===== config.mk =====
export PLATFORM = sky130hd
export DESIGN_NAME = mult_ctrl
export DESIGN_NICKNAME = d
export VERILOG_FILES = /design/src/rtl/mult_ctrl.sv
export SDC_FILE = /design/constraint.sdc
export NUM_CORES = 1
export LEC_CHECK = 0
export BUFFER_PORTS_ARGS = -buffer_cell sky130_fd_sc_hd__buf_2
export CAP_MARGIN = 40
export CORE_AREA = 2 2 39 41
export CTS_CLUSTER_DIAMETER = 100
export DETAILED_ROUTE_END_ITERATION = 7
export DIE_AREA = 0 0 41 43
export PLACE_DENSITY = 0.51
export SYNTH_ARGS = -nofsm -noshare
export SYNTH_HDL_FRONTEND = slang
export SYNTH_SLANG_ARGS = --single-unit

===== constraint.sdc =====
create_clock -name clk -period 1.66 [get_ports clk]
set_input_delay 0.083 -clock clk [delete_from_list [all_inputs] [get_ports clk]]
set_output_delay 0.083 -clock clk [all_outputs]
set_load 0.05 [all_outputs]

===== src/rtl/mult_ctrl.sv =====
// Sequencer for the 8x8 shift-add multiplier: start/ack handshake, one-cycle
// clear and load strobes, then a counted run of step enables with optional early exit.
module mult_ctrl #(
  parameter int ITER       = 8,
  parameter int CW         = 4,
  parameter int EARLY_EXIT = 1
) (
  input  logic          clk,
  input  logic          clr,
  input  logic          start,
  input  logic          ack,
  input  logic          b_zero,
  output logic          ready,
  output logic          busy,
  output logic          done,
  output logic          dp_clr,
  output logic          dp_ld,
  output logic          dp_en,
  output logic [CW-1:0] steps
);

  typedef enum logic [2:0] {
    IDLE  = 3'd0,
    CLEAR = 3'd1,
    LOAD  = 3'd2,
    RUN   = 3'd3,
    DONE  = 3'd4
  } state_t;

  state_t        state_reg, state_next;
  logic [CW-1:0] steps_reg, steps_next;
  logic          last_step;
  logic          early_stop;

  // The exit test uses the pre-increment count, so the exiting edge still counts.
  assign last_step  = (steps_reg == CW'(ITER - 1));
  assign early_stop = (EARLY_EXIT != 0) && b_zero;

  always_ff @(posedge clk) begin
    if (clr) begin
      state_reg <= IDLE;
      steps_reg <= '0;
    end else begin
      state_reg <= state_next;
      steps_reg <= steps_next;
    end
  end

  always_comb begin
    state_next = state_reg;
    steps_next = steps_reg;
    ready      = 1'b0;
    busy       = 1'b0;
    done       = 1'b0;
    dp_clr     = 1'b0;
    dp_ld      = 1'b0;
    dp_en      = 1'b0;
    case (state_reg)
      IDLE: begin
        ready = 1'b1;
        if (start) state_next = CLEAR;
      end
      CLEAR: begin
        busy       = 1'b1;
        dp_clr     = 1'b1;
        state_next = LOAD;
      end
      LOAD: begin
        busy       = 1'b1;
        dp_ld      = 1'b1;
        steps_next = '0;
        state_next = RUN;
      end
      RUN: begin
        busy       = 1'b1;
        dp_en      = 1'b1;
        steps_next = steps_reg + CW'(1);
        if (last_step || early_stop) state_next = DONE;
      end
      DONE: begin
        done = 1'b1;
        if (ack) state_next = IDLE;
      end
      default: state_next = IDLE;
    endcase
  end

  assign steps = steps_reg;

endmodule


### Yosys cells after proc, flatten, opt, wreduce, memory -nomap -nowiden

Cells that the tools add are included.

* output and inout port bits: 10
* latch bits: 0
* RAM bits: 0
* bits in registers: 7
* logic and storage cells: 27
* memories: 0
* memory bits (read-only): 0

* mux-type cells: 11
* div/mod/pow operators: 0
* $lt $le $gt $ge: 0
* multipliers: 0
* add/subtract/negate cells: 1
* bitwise logic cells: 0
* equality and inequality tests: 8
* reductions and logical operators: 5
* shift-type cells: 0

Operator list (count)
* 3-bit one-hot mux with 5 select lines: 1
* 3-bit two-way mux: 3
* 4-bit one-hot mux with 2 select lines: 1
* 3-bit by 2-bit == test with 1-bit output (second input constant): 2
* 1-bit two-way mux: 6
* 2-bit != test (second input constant): 3
* 4-bit by 1-bit adder with 4-bit output (second input constant): 1
* 4-bit by 3-bit == test with 1-bit output (second input constant): 1
* 3-bit by 1-bit == test with 1-bit output (second input constant): 1
* 3-bit == test (second input constant): 1
* 3-bit logical NOT: 1
* 3-bit AND reduction: 1
* 3-bit OR reduction: 1
* 2-bit nonzero test: 1
* 1-bit logical OR: 1

### Logic depth before layout (Yosys ltp)

* depth after elaboration: 4
* depth in mapped cells: 4
* mapped depth without buffers: 4

### Worst setup path after synthesis

Ideal clock, no wire load.

* path kind: flip-flop to output port
* start point: reg state_reg[0]
* end point: out dp_clr
* path buffers: 1
* path slack: 0.019 ns
* data required time: 1.577 ns
* cell stages (with the launch flop): 4
* arrival: 1.558 ns
* cell sequence: dfxtp_1 > buf_4 > clkinv_1 > nor3_1

* word-level cells in the longest chain between the ends: 2

Ends and longest elaborated chain
* from (decl): RTL line 30 `state_t state_reg, state_next;`
* from (signal assigned): RTL line 44 `state_reg <= state_next;`
* 3-bit by 1-bit == test with 1-bit output: RTL line 58 `case (state_reg)`
* 1-bit two-way mux: RTL line 58
* to (decl): RTL line 16 `output logic dp_clr,`

No other way between the ends.

### Worst setup path after layout

Ends and elaborated chain as after synthesis.

==> metrics <==
Initial Util between 20% and 30%; initial DRC count 1; Worst-Margin Slew roughly 0.31 ns; post-synthesis average cell area approximately 8.6 µm²; grt total ovfl 0; clk buf depth 2; outcome complete, no violations; clock skew 0.002733 ns; CP Class reg -> out; Post-Synth Simple-Gate Area 32.98%; vias in the first global route between 300 and 400; XOR/XNOR share of the synthesized area 0%; critical-path cell list clkinv_1 -> nor3_1 -> buf_2; fin worst setup slack 0.2463 ns; CP Max Fanout 10; syn_nets 47; Cell Area, Synth around 350 µm²; nets 65; Rows 14; first-pass GRT wire length approximately 1400 µm; crit share post-route between 80% and 90%; Slew HR just under 80%; Max-Cap Viols 0; P_leak 0.2044 nW; GRT Util Overall about an eighth; ant diodes 0; postcts setup bufs 0; PD cells between 900 and 1000 nW/µm²; Yosys warning count 0; Largest register FFs 4; fmax 707.4 MHz; Hold WC Path Type in -> reg; final setup violation count 0; fin cells 74; CP bufs+invs 2; ANT nets after route 0; Avg WL per Cell 11.16 µm; Final min period between 1 and 1.5 ns; Worst Setup Start Kind flop; CTS Buf Count 3; Synth Register Bits 7; drc violations 0; Critical Path AT 1.33 ns; drt total wl approximately 830 µm; RSZ-0062 raised after global routing no; first-pass detailed-route iteration total 4; top_reg_cell synth dfxtp_1; adder-cell share of the synthesized area under 10%; critical path's slowest cell dfxtp_1; Compound-Gate Fraction of Synth Area around 17%; Syn Inst Count 41; hpwl dp 612.7 µm; Placement Setup Slack roughly 0.32 ns; post-synthesis sequential area ratio between 30% and 40%; CTS tree built; drt via density 4.811; largest family of logic cells by synthesized area simple AND/OR/NAND/NOR gates; pin count of the biggest net entering global routing 11; final hold vios 0; Die Area around 1800 µm²; placed insts 70; CTS Sinks 7; slowest cell delay on critical path about 0.48 ns; Setup TNS 0 ns; Yosys cell types 24; top cells by count, synth dfxtp_1 (7), nor2_1 (5), a21oi_1 (3), nand2_1 (3); initial antenna violation count 0; Die W between 40 and 50 µm; portion of netlist area occupied by mux cells approximately 2.8%; share of layout cells above drive strength 1 32.76%; CP Capture Type primary output; PortBufs 14; Synth top area share around two fifths; top-count cell post-synth dfxtp_1; hold_buf cts 0; dominant cell type by area after synthesis dfxtp_1; Area Growth Syn to Fin 30.85%; Clock transition at path regs 0.06 ns; max-slew violation count 0; Async S/R FF share, synth 0%; H-tree levels 1; Worst-Skew Late Latency roughly 0.26 ns; Post-CTS Resized 0; root buffer cell clkbuf_4; Core Area between 1000 and 1500 µm²; IO Pins 15; CP required approximately 1.6 ns; Top delay family on crit path flip-flops; Synth area leaders dfxtp_1 (40%), nor2_1 (5.3%), a21oi_1 (4.3%), nand2b_4 (3.9%), a31oi_1 (3.5%); Placer Congestion ~0.67; worst vdd ir ~360 µV; Post-synth EDFFs 0; vias between 300 and 400; die height 43 µm
[layout by cell type, fill, tap and decap left out]
cell type / count
buf_2: 14
a31oi_1: 2
clkbuf_1: 1
a21oi_1: 3
nor2_1: 5
or4_1: 1
a2111oi_0: 1
nand3_1: 2
nor3_1: 2
or3_1: 1
nand2b_4: 1
mux2i_1: 1
nand3b_1: 1
nor2b_1: 1
nand4b_1: 1
ha_1: 1
clkinv_1: 1
dfxtp_1: 7
clkbuf_4: 3
a32o_1: 1
and2_1: 1
inv_1: 1
o21ai_0: 1
and3b_2: 1
nand2_1: 3
o21bai_1: 1
[stage by stage]
step           power (W)  utilization [%]  area [µm²]  hold WS (ns)
3_5_place_dp   0.0003041            31.46       435.4        0.3621
2_1_floorplan  0.0002786                -       352.8        0.1521
5_1_grt        0.0004937            33.36       461.7       0.09889
3_3_place_gp   0.0003044            31.46       435.4        0.3652
6_report       0.0004611            33.36       461.7       0.08737
4_1_cts        0.0004690            33.36       461.7       0.08212
[where the power goes]
group | internal, W | switching, W | leakage, nW
clock network | 0.0000921 | 0.0000692 | 0.0150
registers | 0.000175 | 0.0000141 | 0.0569
logic | 0.0000290 | 0.0000818 | 0.133
total | 0.000296 | 0.000165 | 0.204
[layer usage]
layer | vias to the layer above | part of all wire (%) | global-route usage, %
li1 | 185 | - | -
met1 | 159 | 50 | 17.26
met2 | 10 | 43 | 14.06
met3 | 2 | 4.4 | 3.141
met4 | 0 | 2.2 | 8.000
met5 | - | 0 | 0
[cells by family after synthesis]
kind of cell,after synthesis
compound gates,9
fa+ha+maj,1
buf+inv,3
flops,7
mux,1
simple gates,20
[final cells by class]
class | count | area, µm²
fill | 158 | 922.1
tap | 16 | 20.02
inverter | 2 | 7.507
sequential | 7 | 140.1
clock buffer | 4 | 26.28
timing repair buffer | 14 | 70.07
multi-input combinational | 31 | 197.7
[worst paths after layout]
| kind | startpoint | to | slack, ns | cells after the start |
|---|---|---|---|---|
| worst max-delay path | state_reg[0]$_SDFFE_PP0P_ | dp_clr | 0.25 | 3 |
| worst min-delay path | clr | steps[2]$_SDFFE_PP0P_ | 0.09 | 2 |
| worst max register to register | state_reg[0]$_SDFFE_PP0P_ | steps[3]$_SDFFE_PP0P_ | 0.31 | 3 |
| worst min register to register | steps[1]$_SDFFE_PP0P_ | steps[1]$_SDFFE_PP0P_ | 0.50 | 2 |
[worst reg2reg max path, stage by stage (launching register included)]
cell	delay, ns
dfxtp_1	0.48
clkinv_1	0.15
or4_1	0.52
a31oi_1	0.13
Power figures use the tool's default switching activity.
